### config.mk
export PLATFORM = sky130hd
export DESIGN_NAME = spi_shift_datapath
export DESIGN_NICKNAME = d
export VERILOG_FILES = /design/src/rtl/spi_pkg.sv /design/src/rtl/spi_tx_buffer.sv /design/src/rtl/spi_shift_datapath.sv
export SDC_FILE = /design/constraint.sdc
export NUM_CORES = 1
export LEC_CHECK = 0
export CAP_MARGIN = 20
export CORE_UTILIZATION = 58
export CTS_BUF_LIST = sky130_fd_sc_hd__clkbuf_4 sky130_fd_sc_hd__clkbuf_8
export DETAILED_ROUTE_END_ITERATION = 6
export PLACE_DENSITY_LB_ADDON = 0.05
export SLEW_MARGIN = 10
export SYNTH_ARGS = -nofsm -noshare
export SYNTH_HDL_FRONTEND = slang
export SYNTH_SLANG_ARGS = --single-unit
export TNS_END_PERCENT = 20
### constraint.sdc
create_clock -name clk_i -period 2.38 [get_ports clk_i]
set_input_delay 0.476 -clock clk_i [delete_from_list [all_inputs] [get_ports clk_i]]
set_output_delay 0.476 -clock clk_i [all_outputs]
set_load 0.02 [all_outputs]
### src/rtl/spi_pkg.sv
`default_nettype none
// ============================================================================
//  Module   : spi_pkg
//  Purpose  : Shared encodings for the SPI shift datapath: datapath state
//             (IDLE/ACTIVE), the four SPI mode encodings and the default
//             word width.
//  Ports    : none (package)
//  Revision : 1.0 - initial release
// ============================================================================
package spi_pkg;

  // Default word length in bits.
  localparam int unsigned c_DEFAULT_WIDTH = 8;

  // Datapath state: IDLE while chip select is high, ACTIVE while it is low.
  localparam logic [0:0] c_ST_IDLE   = 1'b0;
  localparam logic [0:0] c_ST_ACTIVE = 1'b1;

  // SPI mode encodings {CPOL, CPHA}.
  localparam logic [1:0] c_SPI_MODE0 = 2'b00;
  localparam logic [1:0] c_SPI_MODE1 = 2'b01;
  localparam logic [1:0] c_SPI_MODE2 = 2'b10;
  localparam logic [1:0] c_SPI_MODE3 = 2'b11;

  // The datapath only cares about the clock phase bit of a mode.
  function automatic logic spi_mode_cpha(input logic [1:0] mode);
    return mode[0];
  endfunction

endpackage
`default_nettype wire

### src/rtl/spi_tx_buffer.sv
`default_nettype none
// ============================================================================
//  Module   : spi_tx_buffer
//  Purpose  : One-entry transmit holding register with a valid/ready write
//             side. The shift datapath reads it at each word load; a read
//             always empties it.
//  Ports    : clk_i      - clock
//             reset_ni   - synchronous active-low reset
//             wr_data_i  - word to store
//             wr_valid_i - write request
//             wr_ready_o - buffer empty, write accepted this cycle
//             rd_i       - load strobe from the shift datapath
//             rd_data_o  - stored word
//             empty_o    - no word stored
//  Revision : 1.0 - initial release
// ============================================================================
module spi_tx_buffer #(
  parameter int unsigned WIDTH = 8
) (
  input  logic             clk_i,
  input  logic             reset_ni,
  input  logic [WIDTH-1:0] wr_data_i,
  input  logic             wr_valid_i,
  output logic             wr_ready_o,
  input  logic             rd_i,
  output logic [WIDTH-1:0] rd_data_o,
  output logic             empty_o
);

  logic             full_q, full_d;
  logic [WIDTH-1:0] data_q, data_d;
  logic             w_write;

  // Ready comes only from the registered fill state, so a write landing in the
  // same cycle as a load is kept for the following word rather than bypassed.
  assign w_write = wr_valid_i & ~full_q;

  always_comb begin
    full_d = full_q;
    data_d = data_q;
    if (rd_i) begin
      full_d = 1'b0;
    end
    if (w_write) begin
      full_d = 1'b1;
      data_d = wr_data_i;
    end
  end

  always_ff @(posedge clk_i) begin
    if (!reset_ni) begin
      full_q <= 1'b0;
      data_q <= '0;
    end else begin
      full_q <= full_d;
      data_q <= data_d;
    end
  end

  assign wr_ready_o = ~full_q;
  assign empty_o    = ~full_q;
  assign rd_data_o  = data_q;

endmodule
`default_nettype wire

### src/rtl/spi_shift_datapath.sv
`default_nettype none
// ============================================================================
//  Module   : spi_shift_datapath
//  Purpose  : SPI slave shift datapath. Captures MOSI on sample pulses into a
//             receive shift register, drives MISO from a transmit shift
//             register advanced on shift pulses, and hands complete words to
//             and from valid/ready interfaces with sticky error flags.
//  Ports    : clk_i, reset_ni        - clock, synchronous active-low reset
//             cs_ni, cpha_i          - chip select (active low), clock phase
//             sample_i, shift_i      - edge pulses from the SPI edge FSM
//             mosi_i, miso_o         - serial data in / out
//             tx_data_i, tx_valid_i, tx_ready_o - transmit word write port
//             rx_data_o, rx_valid_o, rx_ready_i - received word read port
//             rx_overrun_o, tx_underrun_o, clear_err_i - sticky error flags
//  Revision : 1.0 - initial release
// ============================================================================
module spi_shift_datapath
  import spi_pkg::*;
#(
  parameter int unsigned WIDTH     = c_DEFAULT_WIDTH,
  parameter bit          MSB_FIRST = 1'b1
) (
  input  logic             clk_i,
  input  logic             reset_ni,
  input  logic             cs_ni,
  input  logic             cpha_i,
  input  logic             sample_i,
  input  logic             shift_i,
  input  logic             mosi_i,
  output logic             miso_o,
  input  logic [WIDTH-1:0] tx_data_i,
  input  logic             tx_valid_i,
  output logic             tx_ready_o,
  output logic [WIDTH-1:0] rx_data_o,
  output logic             rx_valid_o,
  input  logic             rx_ready_i,
  output logic             rx_overrun_o,
  output logic             tx_underrun_o,
  input  logic             clear_err_i
);

  localparam int unsigned          c_CNT_W    = $clog2(WIDTH);
  localparam logic [c_CNT_W-1:0]   c_LAST_BIT = c_CNT_W'(WIDTH - 1);

  logic [0:0]         state_q, state_d;
  logic               cpha_q;
  logic [c_CNT_W-1:0] bit_cnt_q, bit_cnt_d;
  logic               pending_load_q, pending_load_d;
  logic [WIDTH-1:0]   rx_shreg_q, rx_shreg_d;
  logic [WIDTH-1:0]   rx_data_q, rx_data_d;
  logic               rx_valid_q, rx_valid_d;
  logic [WIDTH-1:0]   tx_shreg_q, tx_shreg_d;
  logic               rx_overrun_q, rx_overrun_d;
  logic               tx_underrun_q, tx_underrun_d;

  logic               w_enter, w_exit, w_active;
  logic               w_sample, w_shift, w_word_done, w_load;
  logic               w_buf_empty;
  logic [WIDTH-1:0]   w_buf_data;
  logic [WIDTH-1:0]   w_rx_shifted, w_tx_shifted;
  logic               w_unused_rx_end;

  // --------------------------------------------------------------------------
  // Transmit holding buffer
  // --------------------------------------------------------------------------
  spi_tx_buffer #(
    .WIDTH (WIDTH)
  ) u_tx_buffer (
    .clk_i      (clk_i),
    .reset_ni   (reset_ni),
    .wr_data_i  (tx_data_i),
    .wr_valid_i (tx_valid_i),
    .wr_ready_o (tx_ready_o),
    .rd_i       (w_load),
    .rd_data_o  (w_buf_data),
    .empty_o    (w_buf_empty)
  );

  // --------------------------------------------------------------------------
  // Bit ordering: both lines use the same direction
  // --------------------------------------------------------------------------
  if (MSB_FIRST) begin : g_msb_first
    assign w_rx_shifted = {rx_shreg_q[WIDTH-2:0], mosi_i};
    assign w_tx_shifted = {tx_shreg_q[WIDTH-2:0], 1'b0};
    assign miso_o       = tx_shreg_q[WIDTH-1];
  end else begin : g_lsb_first
    assign w_rx_shifted = {mosi_i, rx_shreg_q[WIDTH-1:1]};
    assign w_tx_shifted = {1'b0, tx_shreg_q[WIDTH-1:1]};
    assign miso_o       = tx_shreg_q[0];
  end

  // The receive bit that falls off the far end on each shift is never read.
  assign w_unused_rx_end = rx_shreg_q[WIDTH-1] ^ rx_shreg_q[0];

  // --------------------------------------------------------------------------
  // State machine: state register / next state / decoded outputs
  // --------------------------------------------------------------------------
  always_ff @(posedge clk_i) begin
    if (!reset_ni) begin
      state_q <= c_ST_IDLE;
    end else begin
      state_q <= state_d;
    end
  end

  always_comb begin
    state_d = state_q;
    case (state_q)
      c_ST_IDLE:   if (!cs_ni) state_d = c_ST_ACTIVE;
      c_ST_ACTIVE: if (cs_ni)  state_d = c_ST_IDLE;
      default:     state_d = c_ST_IDLE;
    endcase
  end

  always_comb begin
    w_enter  = 1'b0;
    w_exit   = 1'b0;
    w_active = 1'b0;
    case (state_q)
      c_ST_IDLE:   w_enter = ~cs_ni;
      c_ST_ACTIVE: begin
        w_exit   = cs_ni;
        w_active = ~cs_ni;
      end
      default: ;
    endcase
  end

  // Edge pulses only count while the transfer is in progress; the exit cycle
  // counts as already idle.
  assign w_sample    = w_active & sample_i;
  assign w_shift     = w_active & shift_i;
  assign w_word_done = w_sample & (bit_cnt_q == c_LAST_BIT);

  // cpha=0 preloads at frame start; otherwise a load replaces the shift that
  // follows a word boundary.
  assign w_load = (w_enter & ~cpha_q) | (w_shift & pending_load_q);

  // --------------------------------------------------------------------------
  // Datapath next state
  // --------------------------------------------------------------------------
  always_comb begin
    bit_cnt_d      = bit_cnt_q;
    pending_load_d = pending_load_q;
    rx_shreg_d     = rx_shreg_q;
    rx_data_d      = rx_data_q;
    rx_valid_d     = rx_valid_q;
    tx_shreg_d     = tx_shreg_q;
    rx_overrun_d   = rx_overrun_q  & ~clear_err_i;
    tx_underrun_d  = tx_underrun_q & ~clear_err_i;

    if (rx_valid_q && rx_ready_i) begin
      rx_valid_d = 1'b0;
    end

    // Aborted frame: drop the partial word but keep everything handed over.
    if (w_exit) begin
      bit_cnt_d      = '0;
      pending_load_d = 1'b0;
      rx_shreg_d     = '0;
    end

    if (w_enter && cpha_q) begin
      pending_load_d = 1'b1;
    end

    if (w_shift) begin
      if (pending_load_q) begin
        pending_load_d = 1'b0;
      end else begin
        tx_shreg_d = w_tx_shifted;
      end
    end

    if (w_load) begin
      if (w_buf_empty) begin
        tx_shreg_d    = '0;
        tx_underrun_d = 1'b1;
      end else begin
        tx_shreg_d = w_buf_data;
      end
    end

    if (w_sample) begin
      rx_shreg_d = w_rx_shifted;
      if (w_word_done) begin
        bit_cnt_d      = '0;
        rx_data_d      = w_rx_shifted;
        rx_valid_d     = 1'b1;
        // Set after the shift handling so a new boundary wins over a clear.
        pending_load_d = 1'b1;
        // A read completing in this same cycle frees the slot in time.
        if (rx_valid_q && !rx_ready_i) begin
          rx_overrun_d = 1'b1;
        end
      end else begin
        bit_cnt_d = bit_cnt_q + c_CNT_W'(1);
      end
    end
  end

  always_ff @(posedge clk_i) begin
    if (!reset_ni) begin
      cpha_q         <= 1'b0;
      bit_cnt_q      <= '0;
      pending_load_q <= 1'b0;
      rx_shreg_q     <= '0;
      rx_data_q      <= '0;
      rx_valid_q     <= 1'b0;
      tx_shreg_q     <= '0;
      rx_overrun_q   <= 1'b0;
      tx_underrun_q  <= 1'b0;
    end else begin
      // Clock phase is only allowed to change between frames.
      if (cs_ni) begin
        cpha_q <= cpha_i;
      end
      bit_cnt_q      <= bit_cnt_d;
      pending_load_q <= pending_load_d;
      rx_shreg_q     <= rx_shreg_d;
      rx_data_q      <= rx_data_d;
      rx_valid_q     <= rx_valid_d;
      tx_shreg_q     <= tx_shreg_d;
      rx_overrun_q   <= rx_overrun_d;
      tx_underrun_q  <= tx_underrun_d;
    end
  end

  assign rx_data_o     = rx_data_q;
  assign rx_valid_o    = rx_valid_q;
  assign rx_overrun_o  = rx_overrun_q;
  assign tx_underrun_o = tx_underrun_q;

endmodule
`default_nettype wire

==> impl_metrics.py, run 1 <==
metrics = {
    "power": {
        "ir_worst_vdd_uv": 421,
        "internal_power_w": 0.000908,
        "power_density_nw_per_um2": 572,
        "p_sw_frac": 0.253,
        "power_frac_clock": 0.281,
        "power_switching_w": 0.000307,
        "p_leak_nw": 0.763,
        "pwr-share-comb": 0.117,
        "seqPwrFrac": 0.602,
    },
    "floorplan": {
        "pin_count": 31,
        "fp.dieW_um": 57.5,
        "coreArea_um2": 2830,
        "die-area_um2": 3300,
        "rows": 19,
        "die_h_um": 57.5,
        "start_util": 0.631,
    },
    "logic_synthesis": {
        "muxShareOfSynthArea": 0.00561,
        "postSynthCellCount": 205,
        "synth-edff-count": 0,
        "synth_area_um2": 1790,
        "yosys-top-cells-area": "dfxtp_1 46%, nand2_1 8.6%, a21boi_1 7.6%",
        "synth_area_per_cell_um2": 8.71,
        "ys_seq_area_frac": 0.460,
        "yosys.area_share.simple": 0.199,
        "syn_nets": 225,
        "yosysTopAreaCell": "dfxtp_1",
        "synthArstFlopShare": 0,
        "yosys.area_share.adder": 0.0140,
        "synth_flop_cell": "dfxtp_1",
        "ys_seq_elements": 41,
        "synth_common_cells": "41 x dfxtp_1, 41 x nand2_1, 18 x a21boi_1",
        "synth_compound_area_frac": 0.248,
        "synth_cell_type_count": 32,
        "synth_top_area_frac": 0.460,
        "synth_top_family_by_area": "compound AO/OA/AOI/OAI gates",
        "synth_xor_area_frac": 0,
        "yosysWarnings": 0,
    },
    "critical_path": {
        "start_kind": "register",
        "worstRegToRegCells": 4,
        "crit_type": "reg -> out",
        "path_max_fanout": 12,
        "crit_chain": "inv_1 > clkdlybuf4s50_1",
        "r2r-start": "state_q",
        "rrSetupSlack_ns": 0.79,
        "max_stage_delay_ns": 0.59,
        "slowest_stage": "dfxtp_1",
        "worstPathRequired_ns": 1.90,
        "critical_path.startpoint": "u_tx_buffer.full_q",
        "cp.arrival_ns": 1.60,
        "crit_path_end_kind": "primary output",
        "crit_path_end": "tx_ready_o",
        "timing.rr.end": "rx_data_o[4]",
    },
    "job": {
        "cap_violations": 0,
    },
    "drt": {
        "drc": 3,
        "wl_um": 3470,
        "vias_per_cell": 5.70,
        "drtIter0Drc": 77,
        "dr.pass1.iters": 7,
        "ant_nets": 0,
        "vias": 1505,
        "wl_per_cell_um": 13.1,
    },
    "sta": {
        "min_period_over_period": 0.870,
        "tightest_slew_ns": 0.606,
        "fin_skew_ns": 0.00792,
        "setup_viol": 0,
        "period_minus_slack_ns": 2.07,
        "final.setup.tns_ns": 0,
        "finalHoldViolCount": 0,
        "relSlewSlack": 0.595,
        "rsz0062_at_grt": "false",
        "slew_viol_final": 0,
        "max_freq_mhz": 483,
    },
    "cells_and_area": {
        "drive_above_1_share": 0.0773,
        "postLayoutCellArea_um2": 2120,
        "layout.nets": 252,
        "syn_to_final_growth_pct": 18.9,
        "fin_cells": 264,
        "antenna_cells": 0,
        "fillers": 222,
    },
    "run_status": {
        "violations": "DRC",
        "outcome": "finished with violations",
    },
    "global_route": {
        "grtUsageTotal": 0.229,
        "grt_pass1_vias": 1425,
        "grt_max_degree": 42,
        "grt-ovfl-total": 0,
        "antenna_found_initial": 0,
        "grt_pass1_wl_um": 5870,
    },
    "cts": {
        "numCtsBuffers": 5,
        "cts_setup_buffers": 0,
        "cts_resized": 0,
        "htree_levels": 2,
        "cts.sinks": 41,
        "clk_latency_ns": 0.34,
        "clk_path_buf_depth": 2,
        "ctsHoldBuffers": 0,
        "cts_tree": "yes",
        "cts_root_buffer": "clkbuf_4",
        "clkTransAtPathRegs_ns": 0.12,
    },
    "placed_design": {
        "post_dp_cell_area_um2": 2070,
        "gp_congestion": 0.749,
        "dp.cells": 256,
        "portBuffers": 30,
        "place_hpwl_um": 2490,
    },
    "min_path": {
        "hp-class": "reg -> reg",
        "hp-start": "rx_data_o[2]",
    },
}
-- stage by stage --
stage | hold slack, ns | util | setup WS, ns | power [W]
after floorplan | 0.430 | - | 1.02 | 0.000837
after global routing | 0.484 | 0.751 | 0.225 | 0.00126
final | 0.459 | 0.751 | 0.308 | 0.00121
after CTS | 0.462 | 0.751 | 0.319 | 0.00122
after global placement | 0.441 | 0.731 | 0.444 | 0.000882
after detailed placement | 0.446 | 0.731 | 0.381 | 0.000887
-- cell usage in the layout, fill, tap and decap left out, drive strengths merged, types with 3 or more instances in the layout --
cell	n
a21boi	18
nand3	10
o21ai	8
and2	11
inv	14
clkbuf	6
a2bb2oi	8
a31oi	7
buf	3
dfxtp	41
nor2b	7
o22ai	11
a21oi	3
clkdlybuf4s50	30
nand2	41
-- power groups by stage --
| stage | Sequential, W | Clock, W | Combinational, W |
|---|---|---|---|
| after CTS | 0.000730 | 0.000344 | 0.000142 |
| after floorplan | 0.000740 | 0 | 0.0000970 |
| final | 0.000731 | 0.000342 | 0.000142 |
| after global routing | 0.000735 | 0.000365 | 0.000156 |
| after detailed placement | 0.000746 | 0 | 0.000141 |
| after global placement | 0.000745 | 0 | 0.000137 |
-- sequential cells by signal (all words and copies together) (netlist names) --
| register | flops |
|---|---|
| rx_overrun_o | 1 |
| u_tx_buffer.full_q | 1 |
| rx_data_o | 8 |
| bit_cnt_q | 3 |
| rx_shreg_q | 7 |
| u_tx_buffer.rd_data_o | 8 |
| state_q | 1 |
| tx_shreg_q | 8 |
| cpha_q | 1 |
| rx_valid_o | 1 |
| tx_underrun_o | 1 |
| pending_load_q | 1 |
-- routing by layer --
| metal | vias to the layer above | share of wire | GRT usage |
|---|---|---|---|
| li1 | 753 | - | - |
| met1 | 694 | 0.47 | 0.290 |
| met2 | 53 | 0.46 | 0.375 |
| met3 | 5 | 0.059 | 0.0476 |
| met4 | 0 | 0.014 | 0.101 |
| met5 | - | 0 | 0 |
-- logic make-up after synthesis --
logic type | Yosys count
adders and majority gates | 2
muxes | 1
DFF | 41
AOI/OAI and AO/OA | 60
buffers and inverters | 27
and+or+nand+nor | 74
-- critical path: cells and delay by family, from the launching register on --
| kind | cells | cell delay [ns] |
|---|---|---|
| flops | 1 | 0.59 |
| buf+inv | 2 | 0.66 |
-- final cells by class --
type | count | area (um2) | area share
multi-input cells | 137 | 833 | 0.392
flip-flops and latches | 41 | 821 | 0.387
repair buffers | 33 | 323 | 0.152
inverters | 14 | 52.6 | 0.0247
clock buffers | 6 | 45.0 | 0.0212
well taps | 31 | 38.8 | 0.0183
clock inverters | 2 | 10.0 | 0.00471
-- worst min path at each step --
stage	end	slack, ns	depth (start not counted)
3_5_place_dp	rx_data_o[3]	0.45	2
5_1_grt	rx_data_o[3]	0.48	2
4_1_cts	rx_data_o[3]	0.46	2
6_report	rx_data_o[2]	0.46	2
3_3_place_gp	rx_data_o[0]	0.44	2
2_1_floorplan	rx_data_o[7]	0.43	2
No activity file was read; power rests on OpenSTA's default activity.
==> run 2: changes to the inputs <==
--- a/config.mk
+++ b/config.mk
@@ -6,10 +6,13 @@
 export NUM_CORES = 1
 export LEC_CHECK = 0
 export CAP_MARGIN = 20
-export CORE_UTILIZATION = 58
+export CELL_PAD_IN_SITES_DETAIL_PLACEMENT = 1
+export CELL_PAD_IN_SITES_GLOBAL_PLACEMENT = 2
+export CORE_UTILIZATION = 35
 export CTS_BUF_LIST = sky130_fd_sc_hd__clkbuf_4 sky130_fd_sc_hd__clkbuf_8
 export DETAILED_ROUTE_END_ITERATION = 6
-export PLACE_DENSITY_LB_ADDON = 0.05
+export GPL_TIMING_DRIVEN = 0
+export PLACE_DENSITY_LB_ADDON = 0.25
 export SLEW_MARGIN = 10
 export SYNTH_ARGS = -nofsm -noshare
 export SYNTH_HDL_FRONTEND = slang
==> run 2 against run 1 <==
Compared with the run above:
- the flow now finishes without violations
- first-iteration DRC count down 45%
- maximum frequency up 17%
- combinational power up 15%
- routed wire length up 21%
- clock skew down 0.0015 ns
- critical path depth unchanged
- sequential power down 1%
==> impl_metrics.py, run 2 (same netlist as run 1, synthesis figures left out) <==
metrics = {
    "critical_path": {
        "rrSetupSlack_ns": 0.98,
        "worstRegToRegCells": 5,
        "crit_type": "reg -> out",
        "critical_path.startpoint": "u_tx_buffer.full_q",
        "start_kind": "register",
        "crit_path_end_kind": "primary output",
        "max_stage_delay_ns": 0.60,
        "path_max_fanout": 3,
        "r2r-start": "bit_cnt_q[0]",
        "crit_chain": "inv_1 > clkdlybuf4s50_1",
        "cp.arrival_ns": 1.30,
        "crit_path_end": "tx_ready_o",
        "worstPathRequired_ns": 1.90,
        "timing.rr.end": "pending_load_q",
        "slowest_stage": "clkdlybuf4s50_1",
    },
    "sta": {
        "max_freq_mhz": 564,
        "relSlewSlack": 0.687,
        "rsz0062_at_grt": "false",
        "fin_skew_ns": 0.00643,
        "finalHoldViolCount": 0,
        "worst_slack_ns": 0.608,
        "final.setup.tns_ns": 0,
        "setup_viol": 0,
        "period_minus_slack_ns": 1.77,
        "tightest_slew_ns": 0.470,
        "slew_viol_final": 0,
        "min_period_over_period": 0.745,
    },
    "power": {
        "internal_power_w": 0.00121,
        "power_frac_clock": 0.432,
        "power_density_nw_per_um2": 681,
        "pwr-share-comb": 0.104,
        "power_switching_w": 0.000355,
        "ir_worst_vdd_uv": 293,
        "p_sw_frac": 0.228,
        "p_leak_nw": 0.821,
        "seqPwrFrac": 0.464,
    },
    "cells_and_area": {
        "layout.nets": 261,
        "fin_util": 0.476,
        "drive_above_1_share": 0.0909,
        "postLayoutCellArea_um2": 2290,
        "antenna_cells": 0,
        "mostFrequentLayoutCells": "41 x nand2_1, 41 x dfxtp_1, 29 x clkdlybuf4s50_1",
        "syn_to_final_growth_pct": 28.5,
    },
    "cts": {
        "cts_resized": 0,
        "cts.sinks": 41,
        "htree_levels": 2,
        "cts_setup_buffers": 0,
        "clk_latency_ns": 0.30,
        "clkTransAtPathRegs_ns": 0.08,
        "cts_root_buffer": "clkbuf_8",
        "numCtsBuffers": 5,
        "clk_path_buf_depth": 2,
        "cts_tree": "yes",
        "ctsHoldBuffers": 0,
    },
    "job": {
        "cap_violations": 0,
    },
    "drt": {
        "dr.pass1.iters": 4,
        "ant_nets": 0,
        "vias_per_cell": 4.84,
        "drtIter0Drc": 42,
        "wl_per_cell_um": 13.6,
        "drc": 0,
        "wl_um": 4210,
        "vias": 1496,
    },
    "min_path": {
        "hp-start": "rx_data_o[4]",
        "hp-class": "reg -> reg",
    },
    "floorplan": {
        "die-area_um2": 5390,
        "rows": 25,
        "fp.dieW_um": 73.4,
        "coreArea_um2": 4820,
        "start_util": 0.371,
        "die_h_um": 73.4,
        "pin_count": 31,
    },
    "placed_design": {
        "place_hpwl_um": 3040,
        "post_dp_cell_area_um2": 2160,
        "gp_congestion": 0.721,
        "portBuffers": 29,
        "dp_slack_ns": 0.462,
    },
    "global_route": {
        "antenna_found_initial": 0,
        "grt-ovfl-total": 0,
        "grt_pass1_wl_um": 6740,
        "grtUsageTotal": 0.167,
        "grt_max_degree": 14,
        "grt_pass1_vias": 1436,
    },
    "run_status": {
        "outcome": "complete, no violations",
    },
}
run 2: critical path, delay by kind of cell, from the launching register on:
kind	cells	cell delay, ns
buf+inv	2	0.67
flops	1	0.33
run 2: how the worst min path moves through the flow:
stage / endpoint / slack (ns) / cells after the start
2_1_floorplan: rx_data_o[7] / 0.43 / 2
3_3_place_gp: rx_data_o[4] / 0.44 / 2
4_1_cts: rx_data_o[4] / 0.46 / 2
3_5_place_dp: rx_data_o[4] / 0.45 / 2
6_report: rx_data_o[4] / 0.46 / 2
5_1_grt: u_tx_buffer.rd_data_o[5] / 0.47 / 2
run 2: layout make-up:
class,count,area [um2]
tap,67,83.8
fill,619,2520
sequential,41,821
clock buffer,5,68.8
multi-input combinational,137,833
clock inverter,3,65.1
buffer,13,78.8
inverter,14,52.6
timing repair buffer,29,290
run 2: through the flow:
step | hold WS (ns) | power (W) | std cells
detailed placement | 0.447 | 0.000904 | 301
floorplan | 0.430 | 0.000837 | 205
global placement | 0.442 | 0.000902 | 301
finish | 0.455 | 0.00156 | 309
global route | 0.474 | 0.00162 | 309
CTS | 0.459 | 0.00158 | 309
run 2: power groups by stage:
| stage | combinational, W | sequential [W] | clock [W] |
|---|---|---|---|
| floorplan | 0.0000970 | 0.000740 | 0 |
| global placement | 0.000162 | 0.000740 | 0 |
| detailed placement | 0.000164 | 0.000740 | 0 |
| CTS | 0.000165 | 0.000725 | 0.000687 |
| global route | 0.000181 | 0.000727 | 0.000716 |
| finish | 0.000163 | 0.000724 | 0.000674 |
run 2: per-layer routing:
layer / vias to the layer above / track usage / share of wire
met3: 7 / 0.0398 / 0.031
met1: 699 / 0.225 / 0.54
li1: 769 / - / -
met2: 21 / 0.260 / 0.42
met4: 0 / 0.0641 / 0.016
met5: - / 0 / 0
